### src/rtl/sigmoid_pwl7_dual.sv
// Two-lane, 3-stage pipelined sigmoid: 7-slice piecewise-linear fit, shift-add only.
// Each lane takes |x|, evaluates a 4-segment PWL on it, then mirrors for negative inputs.
module sigmoid_pwl7_dual #(
    parameter int unsigned DATA_W = 16,
    parameter int unsigned FRAC_W = 11
) (
    input  logic              clk,
    input  logic              rst_n,
    input  logic [DATA_W-1:0] x0_in,
    input  logic [DATA_W-1:0] x1_in,
    input  logic              valid_in,
    output logic [DATA_W-1:0] y0_out,
    output logic [DATA_W-1:0] y1_out,
    output logic              valid_out
);

    localparam logic [DATA_W-1:0] ONE     = DATA_W'(1 << FRAC_W);
    localparam logic [DATA_W-1:0] BP_MID  = DATA_W'(19 << (FRAC_W - 3));
    localparam logic [DATA_W-1:0] BP_HIGH = DATA_W'(5 << FRAC_W);
    localparam logic [DATA_W-1:0] OFS_LO  = DATA_W'(1 << (FRAC_W - 1));
    localparam logic [DATA_W-1:0] OFS_MID = DATA_W'(5 << (FRAC_W - 3));
    localparam logic [DATA_W-1:0] OFS_HI  = DATA_W'(27 << (FRAC_W - 5));
    localparam logic [DATA_W-1:0] POS_MAX = {1'b0, {(DATA_W - 1){1'b1}}};
    localparam logic [DATA_W-1:0] NEG_MIN = {1'b1, {(DATA_W - 1){1'b0}}};

    // Breakpoints belong to the upper segment, hence strict less-than.
    function automatic logic [DATA_W-1:0] pwl(input logic [DATA_W-1:0] a);
        if (a < ONE) begin
            pwl = (a >> 2) + OFS_LO;
        end else if (a < BP_MID) begin
            pwl = (a >> 3) + OFS_MID;
        end else if (a < BP_HIGH) begin
            pwl = (a >> 5) + OFS_HI;
        end else begin
            pwl = ONE;
        end
    endfunction

    logic [1:0][DATA_W-1:0] x_lane;
    logic [1:0][DATA_W-1:0] y_lane;
    logic [2:0]             valid_q;

    assign x_lane = {x1_in, x0_in};

    for (genvar l = 0; l < 2; l++) begin : g_lane
        logic [DATA_W-1:0] abs_d;
        logic [DATA_W-1:0] abs_q;
        logic              sign1_q;
        logic [DATA_W-1:0] p_q;
        logic              sign2_q;
        logic [DATA_W-1:0] y_q;

        // The most negative input has no positive twin; clamp to the largest magnitude.
        always_comb begin
            abs_d = x_lane[l];
            if (x_lane[l][DATA_W-1]) begin
                abs_d = (x_lane[l] == NEG_MIN) ? POS_MAX : ('0 - x_lane[l]);
            end
        end

        always_ff @(posedge clk or negedge rst_n) begin
            if (!rst_n) begin
                abs_q   <= '0;
                sign1_q <= 1'b0;
                p_q     <= '0;
                sign2_q <= 1'b0;
                y_q     <= '0;
            end else begin
                abs_q   <= abs_d;
                sign1_q <= x_lane[l][DATA_W-1];
                p_q     <= pwl(abs_q);
                sign2_q <= sign1_q;
                y_q     <= sign2_q ? (ONE - p_q) : p_q;
            end
        end

        assign y_lane[l] = y_q;
    end

    always_ff @(posedge clk or negedge rst_n) begin
        if (!rst_n) begin
            valid_q <= '0;
        end else begin
            valid_q <= {valid_q[1:0], valid_in};
        end
    end

    assign y0_out    = y_lane[0];
    assign y1_out    = y_lane[1];
    assign valid_out = valid_q[2];

endmodule

### config.mk
export PLATFORM = sky130hd
export DESIGN_NAME = sigmoid_pwl7_dual
export DESIGN_NICKNAME = d
export VERILOG_FILES = /design/src/rtl/sigmoid_pwl7_dual.sv
export SDC_FILE = /design/constraint.sdc
export NUM_CORES = 1
export LEC_CHECK = 0
export ABC_AREA = 1
export BUFFER_PORTS_ARGS = -buffer_cell sky130_fd_sc_hd__buf_2
export CAP_MARGIN = 20
export CORE_MARGIN = 4
export CORE_UTILIZATION = 58
export DETAILED_ROUTE_END_ITERATION = 8
export GPL_TIMING_DRIVEN = 0
export PLACE_DENSITY = 0.81
export SYNTH_ARGS = -nofsm -noshare
export SYNTH_HDL_FRONTEND = slang
export SYNTH_SLANG_ARGS = --single-unit
export TNS_END_PERCENT = 10
### constraint.sdc
create_clock -name clk -period 1.77 [get_ports clk]
set_input_delay 0.0885 -clock clk [delete_from_list [all_inputs] [get_ports clk]]
set_output_delay 0.0885 -clock clk [all_outputs]
set_load 0.01 [all_outputs]
==> results of run 1 <==
[repair_timing]
item,in CTS,in global routing
setup buffers,0,0
endpoints found under the hold margin,48,0
hold buffers,19,0
setup endpoints to repair,0,13
gates resized for setup,0,2
[critical path: stages (launching register included)]
cell     delay, ns
dfrtp_2       0.46
inv_1         0.12
ha_1          0.19
nand2_1       0.05
nand2_1       0.06
nor2_2        0.17
inv_1         0.11
buf_2         0.19
nand3_1       0.10
nand2_1       0.06
[where the power goes]
part | leakage [nW] | switching (mW) | internal [mW]
Sequential | 1.18 | 0.150 | 2.51
Combinational | 1.99 | 0.749 | 0.507
Clock | 0.0954 | 0.722 | 0.694
Total | 3.26 | 1.62 | 3.71
[worst min path at each step]
stage / from / to / slack [ns] / cells past startpoint
6_report: x0_in[8] / g_lane[0].abs_q[8] / 0.02 / 3
5_1_grt: x0_in[8] / g_lane[0].abs_q[8] / 0.01 / 3
4_1_cts: x1_in[3] / g_lane[1].abs_q[3] / 0.005 / 3
3_5_place_dp: rst_n / y0_out[10] / 0.04 / 1
3_3_place_gp: valid_in / valid_q[0] / 0.21 / 1
2_1_floorplan: rst_n / g_lane[0].abs_q[10] / -0.21 / 0
[flip-flops by register name (all words and copies together), names as in the netlist]
| signal | flops |
|---|---|
| g_lane.abs_q | 28 |
| g_lane.p_q | 30 |
| g_lane.sign1_q | 2 |
| g_lane.sign2_q | 2 |
| valid_q | 3 |
| y0_out | 16 |
| y1_out | 16 |
[cells in the mapped netlist (6+ instances only)]
master	number	area (µm²)
ha_1	16	200
a21oi_1	7	35.0
buf_6	6	67.6
nand3_1	81	405
xnor2_1	13	114
xor2_1	8	70.1
nor2_1	67	251
nand2_1	183	687
dfrtp_1	97	2430
inv_1	77	289
o21ai_0	34	170
buf_2	7	35.0
nand3_2	10	100
[cell type report]
class                           count  area (µm²)  area share
Buffer                             16         114      0.0189
Clock inverter                      5        62.6      0.0104
Inverter                           80         305      0.0506
Sequential cell                    97        2430       0.402
Timing Repair Buffer               87         556      0.0920
Tap cell                          108         135      0.0224
Clock buffer                       10         138      0.0228
Multi-Input combinational cell    457        2300       0.381
[metal layers]
layer | vias up | share of wire | wire length (µm) | global-route usage
li1 | 2217 | - | - | -
met4 | 0 | 0.020 | 189 | 0.0817
met1 | 1965 | 0.45 | 4340 | 0.240
met2 | 147 | 0.48 | 4620 | 0.346
met3 | 19 | 0.054 | 526 | 0.0280
met5 | - | 0 | 0 | 0
[cell families (layout without fill, tap and decap cells)]
kind of cell    after synthesis  count (layout)  share of synthesized area
buf+inv                      96             198                     0.0818
xor+xnor                     21              21                     0.0359
other cells                   1               6                   0.000732
fa+ha+maj                    16              16                     0.0391
compound gates               45              45                     0.0439
simple gates                369             369                      0.325
flops                        97              97                      0.474
==> qor.yml, run 1 <==
status: "finished clean"
cp.arrival_ns: 1.86
cts_sinks: 97
endpoint: "g_lane[0].p_q[5]"
vdd_ir_drop_max_mv: 0.491
fp.dieH_um: 102
grt_usage: 0.196
cts_tree: "built"
start_util: 0.591
synth_edf_count: 0
fin_skew_ns: 0.00723
syn_area_per_cell_um2: 7.95
vias: 4348
drtPass1Iterations: 5
dp_slack_ns: 0.0643
n_fill_cell: 687
synthCells: 645
synth.distinct_cells: 30
fin_nets: 799
drc_errors: 0
reg2reg_from: "g_lane[0].abs_q[13]"
boundaryPins: 68
dominantRegCellSynth: "dfrtp_1"
setup_viol: 0
hold_violations: 0
grt_max_degree: 68
viasPerCell: 5.06
wl_per_cell_um: 11.2
tns_ns: 0
grt_pass1_vias: 4046
port_buffers: 67
drive_above_1_share: 0.169
layout-area-overhead-vs-synth_pct: 17.8
crit_path_start: "g_lane[0].abs_q[13]"
p_total_mw: 5.33
hp-class: "in2reg"
num_rows: 34
drtAntennaViolNets: 0
yosys_warnings: 0
post-route-period-util: 0.920
finish.utilization: 0.696
start_kind: "flip-flop"
timing.final.crit_period_ns: 1.63
postPlaceCellArea_mm2: 0.00564
rsz0062_at_grt: "false"
antenna_found_initial: 0
dp_hpwl_um: 7330
grt-ovfl-total: 0
finalWirelength_um: 9670
ys_seq_area_frac: 0.474
numCtsBuffers: 9
path_class: "reg2reg"
ys_ff_latch: 97
worst-r2r-cell-count: 9
p_per_area_mw_per_mm2: 884
design_area_mm2: 0.00604
r2r_end: "g_lane[0].p_q[5]"
core_mm2: 0.00868
clock_latency_ns: 0.35
gp_congestion: 0.888
setup_ws_ns: 0.142
synthArstFlopShare: 1.00
fin_hold_ws_ns: 0.0228
h-tree-depth: 3
cts_buffer_depth: 2
end_kind: "flip-flop"
cts-root-buf: "clkbuf_8"
max_freq_mhz: 614
dp_cells: 826
drt_iter0_drc: 329
finalMaxSlewViolations: 0
final_common_cell: "nand2_1"
final_cell_mix: "nand2_1 (183), dfrtp_1 (95), nand3_1 (81), inv_1 (77), buf_2 (73)"
cp_max_fo: 10
layout.cells.non_filler: 860
leakage_nw: 3.26
required_ns: 2.01
clk_pin_slew_ns: 0.09
syn_area_mm2: 0.00512
die_x_um: 102
insertedDiodeCount: 0
dieArea_mm2: 0.0104
drv_cap: 0
grt_pass1_wl_um: 16700
r2r_setup_slack_ns: 0.14
No activity file was read; power rests on OpenSTA's default activity.
==> inputs of run 2 (changes only) <==
--- a/config.mk
+++ b/config.mk
@@ -6,13 +6,13 @@
 export NUM_CORES = 1
 export LEC_CHECK = 0
 export ABC_AREA = 1
-export BUFFER_PORTS_ARGS = -buffer_cell sky130_fd_sc_hd__buf_2
 export CAP_MARGIN = 20
 export CORE_MARGIN = 4
-export CORE_UTILIZATION = 58
+export CORE_UTILIZATION = 60
 export DETAILED_ROUTE_END_ITERATION = 8
+export DONT_BUFFER_PORTS = 1
 export GPL_TIMING_DRIVEN = 0
-export PLACE_DENSITY = 0.81
+export PLACE_DENSITY = 0.77
 export SYNTH_ARGS = -nofsm -noshare
 export SYNTH_HDL_FRONTEND = slang
 export SYNTH_SLANG_ARGS = --single-unit
==> run 2 against run 1 <==
The flow now finishes with violations (negative hold slack); worst hold slack lost 0.60 ns; critical path depth shrank 1; maximum frequency shrank 5.8%; final area shrank 3.4%; global-route usage grew 2.1 points; setup slack lost 0.099 ns; combinational power shrank 24%; clock-buffer cell count shrank 1; via count shrank 2.2%; sequential power grew 5%; critical path type is now in2reg; critical endpoint is now g_lane[0].abs_q[2]; largest cell class unchanged.
==> qor.yml, run 2 (synthesized netlist as in run 1, its figures left out) <==
status: "complete, but fails checks"
failed_checks: "negative hold slack"
cts_sinks: 97  # unchanged
num_rows: 33  # -2.9%
drv_cap: 0  # unchanged
cp.arrival_ns: 2.01  # +0.15 ns
gp_congestion: 0.888  # about the same
cpMaxStageDelayCell: "dlygate4sd3_1"
post-route-period-util: 0.976  # +0.0561
crit_family: "buffers and inverters"
largest_reg_flops: 30  # unchanged
dp_cells: 755  # -8.6%
cts-hold-fix-buffers: 36  # +17
grt_usage: 0.217  # +0.0209
antenna_found_initial: 0  # unchanged
required_ns: 2.05  # +0.04 ns
die_x_um: 100  # -1.5%
p_total_mw: 5.03  # -5.6%
largest_register: "g_lane.p_q"
start_kind: "input port"
clock_latency_ns: 0.35  # about the same
cp_num_buf_inv: 4  # +1
grt_max_degree: 98  # +44%
wl_met3_um: 646  # +23%
insertedDiodeCount: 0  # unchanged
dieArea_mm2: 0.0101  # -3.1%
cp_max_fo: 10  # unchanged
wl_met1_um: 4530  # +4.5%
final_cell_mix: "nand2_1 (183), dfrtp_1 (95), nand3_1 (81), inv_1 (76), nor2_1 (64)"
setup_ws_ns: 0.0426  # -0.0993 ns
vias: 4252  # -2.2%
end_kind: "flip-flop"
drtPass1Iterations: 5  # unchanged
wl_per_cell_um: 12.8  # +14%
crit_cells: 8  # -1
layout-area-overhead-vs-synth_pct: 13.8
clk_pin_slew_ns: 0.09  # about the same
hold_violations: 97  # +97
leakage_nw: 3.04  # -6.7%
p_per_area_mw_per_mm2: 863  # -2.4%
dp_hpwl_um: 7270  # -0.93%
tns_ns: 0  # unchanged
path_class: "in2reg"
drc_errors: 0  # unchanged
finalWirelength_um: 10300  # +7.0%
boundaryPins: 68  # unchanged
top_regs: "g_lane.p_q: 30 flops, g_lane.abs_q: 28 flops"
start_util: 0.621  # +0.0301
h-tree-depth: 3  # unchanged
routed.top_layer: "met4"
vdd_ir_drop_max_mv: 0.376  # -23%
grt_pass1_vias: 4161  # +2.8%
port_buffers: 0  # -100%
dp_slack_ns: 0.0694  # +0.00510 ns
fin_skew_ns: 0.00851  # +0.00128 ns
setup_viol: 0  # unchanged
finalMaxSlewViolations: 0  # unchanged
cts_tree: "built"
layout.cells.non_filler: 808  # -6.0%
numCtsBuffers: 9  # unchanged
drtAntennaViolNets: 0  # unchanged
grt-ovfl-total: 0  # unchanged
drt_iter0_drc: 320  # -2.7%
fp.dieH_um: 100  # -1.5%
cts_buffer_depth: 2  # unchanged
met2_length_um: 4970  # +7.6%
final_common_cell: "nand2_1"
worst-r2r-cell-count: 9  # unchanged
viasPerCell: 5.26  # +4.1%
crit_path_max_incr_delay_ns: 0.56  # +0.10 ns
max_freq_mhz: 579  # -5.8%
timing.final.crit_period_ns: 1.73  # +0.0993 ns
hp-class: "in2async"
grt_pass1_wl_um: 18100  # +8.1%
core_mm2: 0.00826  # -4.8%
drive_above_1_share: 0.0925  # -0.0764
cts-root-buf: "clkbuf_8"
fin_nets: 749  # -6.3%
fin_hold_ws_ns: -0.576  # -0.599 ns
path_cells: "dlygate4sd3_1 > inv_1 > nand3_1 > nor2_4 > nand3_2 > buf_6 > nand3_1 > dlygate4sd3_1"
==> run 2: cell count changes in the layout (fill, tap and decap cells not counted) <==
cell / change
buf_2: -66
dlygate4sd3_1: +17
nor2_1: -3
clkinv_2: +2
clkinv_4: +2
nor2_2: +2
buf_16: -1
bufinv_16: -1
clkbuf_8: -1
clkinvlp_4: -1
inv_1: -1
inv_2: +1
nor2_4: +1
==> run 2: per-stage QoR <==
step                      utilization  area [µm²]
after global routing            0.707        5830
final                           0.707        5830
after floorplan                     -        5140
after CTS                       0.704        5810
after detailed placement        0.639        5280
after global placement          0.639        5280
==> run 2: what timing repair did <==
| action | CTS | global route |
|---|---|---|
| setup endpoints to repair | 0 | 23 |
| gates resized for setup | 0 | 7 |
| endpoints found under the hold margin | 126 | 97 |
| setup buffers | 0 | 1 |
==> run 2: metal layers <==
metal | vias to the layer above | GRT usage
met5 | - | 0
met4 | 0 | 0.0777
met3 | 21 | 0.0424
met2 | 154 | 0.369
met1 | 1962 | 0.275
li1 | 2115 | -
==> run 2: path summary, 6_finish.rpt <==
path,slack (ns),end,start
min in group clk,0.04,g_lane[1].abs_q[5],x1_in[5]
max reg2reg,0.16,g_lane[0].p_q[1],g_lane[0].abs_q[13]
min,-0.58,y0_out[12],rst_n
max in group asynchronous,2.22,g_lane[1].abs_q[13],rst_n
max,0.04,g_lane[0].abs_q[2],x0_in[4]
min reg2reg,0.36,valid_q[1],valid_q[0]
==> run 2: power by group <==
group          leakage, nW  internal (mW)  switching, mW  total [mW]
Combinational         1.77          0.393          0.568       0.961
Sequential            1.18           2.52          0.272        2.79
Clock               0.0900          0.521          0.761        1.28
Total                 3.04           3.43           1.60        5.03
==> run 2: area by class of cell <==
type | count | area, µm²
clock inverter | 7 | 52.6
buffer | 16 | 114
tap | 105 | 131
sequential | 97 | 2430
fill | 645 | 2420
clock buffer | 9 | 124
timing repair buffer | 37 | 368
multi-input combinational | 457 | 2310
inverter | 80 | 305
==> inputs of run 3 (changes only) <==
--- a/config.mk
+++ b/config.mk
@@ -6,13 +6,14 @@
 export NUM_CORES = 1
 export LEC_CHECK = 0
 export ABC_AREA = 1
+export ABC_CLOCK_PERIOD_IN_PS = 1770
 export CAP_MARGIN = 20
-export CORE_MARGIN = 4
 export CORE_UTILIZATION = 60
 export DETAILED_ROUTE_END_ITERATION = 8
 export DONT_BUFFER_PORTS = 1
 export GPL_TIMING_DRIVEN = 0
 export PLACE_DENSITY = 0.77
+export RECOVER_POWER = 50
 export SYNTH_ARGS = -nofsm -noshare
 export SYNTH_HDL_FRONTEND = slang
 export SYNTH_SLANG_ARGS = --single-unit
==> run 3 against run 2 <==
The flow still finishes with violations (negative hold slack); clock power is essentially flat; via count is essentially flat; global-route usage grew 2.4 points; final cell count shrank 0.12%; critical path depth is the same; worst hold slack lost 0.012 ns; total power shrank 0.54%; routed wire length shrank 3.2%; die area shrank 12%; register-to-register slack is essentially flat; sequential share of layout area grew 0.12 points; first-iteration DRC count shrank 52%; critical path type unchanged.
==> qor.yml, run 3 (synthesized netlist as in run 1, its figures left out) <==
post-route-period-util: 0.946  # -0.0301
path_class: "in2reg"
start_kind: "input port"
cp_max_fo: 5  # -5
end_kind: "flip-flop"
cp.arrival_ns: 1.91  # -0.10 ns
fin_nets: 748  # -0.13%
h-tree-depth: 3  # unchanged
fp.dieH_um: 94.4  # -6.0%
insertedDiodeCount: 0  # unchanged
multi_input_area_mm2: 0.00230  # -0.33%
grt_pass1_vias: 4240  # +1.9%
hp-class: "in2async"
grt-ovfl-total: 0  # unchanged
leakage_nw: 3.03  # -0.49%
cts-hold-fix-buffers: 36  # unchanged
grt_pass1_wl_um: 17100  # -5.4%
fin_hold_ws_ns: -0.588  # -0.0119 ns
core_mm2: 0.00826  # unchanged
gp_congestion: 0.864  # -2.8%
max_freq_mhz: 597  # +3.2%
dp_slack_ns: 0.0865  # +0.0171 ns
status: "complete, but fails checks"
final_cell_mix: "nand2_1 (183), dfrtp_1 (96), nand3_1 (81), inv_1 (77), nor2_1 (65)"
drive_above_1_share: 0.0855  # -0.00699
cts_buffer_depth: 2  # unchanged
viasPerCell: 5.27  # +0.17%
finish.utilization: 0.704  # -0.00242
n_fill_cell: 624  # -3.3%
layout-area-overhead-vs-synth_pct: 13.5
drtPass1Iterations: 6  # +1
num_rows: 33  # unchanged
wl_per_cell_um: 12.4  # -3.1%
boundaryPins: 68  # unchanged
vdd_ir_drop_max_mv: 0.391  # +4.0%
required_ns: 2.01  # -0.04 ns
largest_register: "g_lane.p_q"
top_regs: "g_lane.p_q: 30 flops, g_lane.abs_q: 28 flops"
finalWirelength_um: 10000  # -3.2%
die_x_um: 94.4  # -6.0%
dieArea_mm2: 0.00892  # -12%
start_util: 0.621  # unchanged
p_per_area_mw_per_mm2: 861  # -0.20%
clock_latency_ns: 0.36  # about the same
tns_ns: 0  # unchanged
hold_violations: 97  # unchanged
rsz0062_at_grt: "false"
drtAntennaViolNets: 0  # unchanged
cts_tree: "built"
grt_max_degree: 98  # unchanged
final_common_cell: "nand2_1"
setup_ws_ns: 0.0959  # +0.0533 ns
seqCellArea_mm2: 0.00243  # about the same
port_buffers: 0  # unchanged
dp_hpwl_um: 7020  # -3.4%
cts_sinks: 97  # unchanged
drc_errors: 0  # unchanged
numCtsBuffers: 9  # unchanged
drv_cap: 0  # unchanged
grt_usage: 0.241  # +0.0241
vias: 4254  # +0.047%
failed_checks: "negative hold slack"
largest_reg_flops: 30  # unchanged
cts-root-buf: "clkbuf_8"
drt_iter0_drc: 155  # -52%
setup_viol: 0  # unchanged
timing.final.crit_period_ns: 1.67  # -0.0533 ns
clk_pin_slew_ns: 0.10  # about the same
fin_skew_ns: 0.0107  # +0.00219 ns
finalMaxSlewViolations: 0  # unchanged
antenna_found_initial: 0  # unchanged
run 3: where the power goes:
part	leakage, nW	switching [mW]	internal, mW
combinational	1.77	0.564	0.393
clock	0.0785	0.750	0.513
sequential	1.18	0.268	2.52
total	3.03	1.58	3.42
run 3: per-layer routing:
metal | GRT usage | share of wire | up-vias
li1 | - | - | 2111
met1 | 0.281 | 0.44 | 1978
met2 | 0.424 | 0.49 | 148
met3 | 0.0564 | 0.056 | 17
met4 | 0.0987 | 0.011 | 0
met5 | 0 | 0 | -
run 3: critical path: stages:
cell and delay (ns):
dlygate4sd3_1 0.55, inv_1 0.12, nand3_1 0.12, nor2_2 0.22, nand2_1 0.08, nand2_1 0.10, o21ai_0 0.08, dlygate4sd3_1 0.56
run 3: timing repair:
action / in CTS / in global routing
hold endpoints to repair: 126 / 97
setup endpoints to repair: 0 / 13
buffers inserted: 0 / 0
resized for setup: 0 / 3
run 3: worst paths after layout:
path	start	endpoint	slack (ns)	cells past startpoint
min reg2reg	valid_q[1]	valid_q[2]	0.35	0
max reg2reg	g_lane[1].abs_q[13]	g_lane[1].p_q[3]	0.17	9
max in group asynchronous	rst_n	g_lane[0].abs_q[13]	2.24	0
min	rst_n	y0_out[12]	-0.59	0
min in group clk	x1_in[4]	g_lane[1].abs_q[6]	0.02	4
max	x0_in[7]	g_lane[0].abs_q[12]	0.1	8
run 3: layout make-up:
type | instances | share of cell area
clock buffers | 10 | 0.0219
inverters | 80 | 0.0525
plain buffers | 16 | 0.0196
clock inverters | 6 | 0.00775
flip-flops and latches | 97 | 0.418
repair buffers | 36 | 0.0620
multi-input cells | 457 | 0.396
well taps | 105 | 0.0226
run 3: through the flow:
stage / cells / hold WS, ns / instance area, µm² / total power, mW
after floorplan: 650 / -0.207 / 5140 / 3.49
after global placement: 755 / -0.205 / 5280 / 3.64
after detailed placement: 755 / -0.205 / 5280 / 3.69
after CTS: 807 / -0.603 / 5810 / 5.03
after global routing: 807 / -0.614 / 5810 / 5.32
final: 807 / -0.588 / 5810 / 5.01
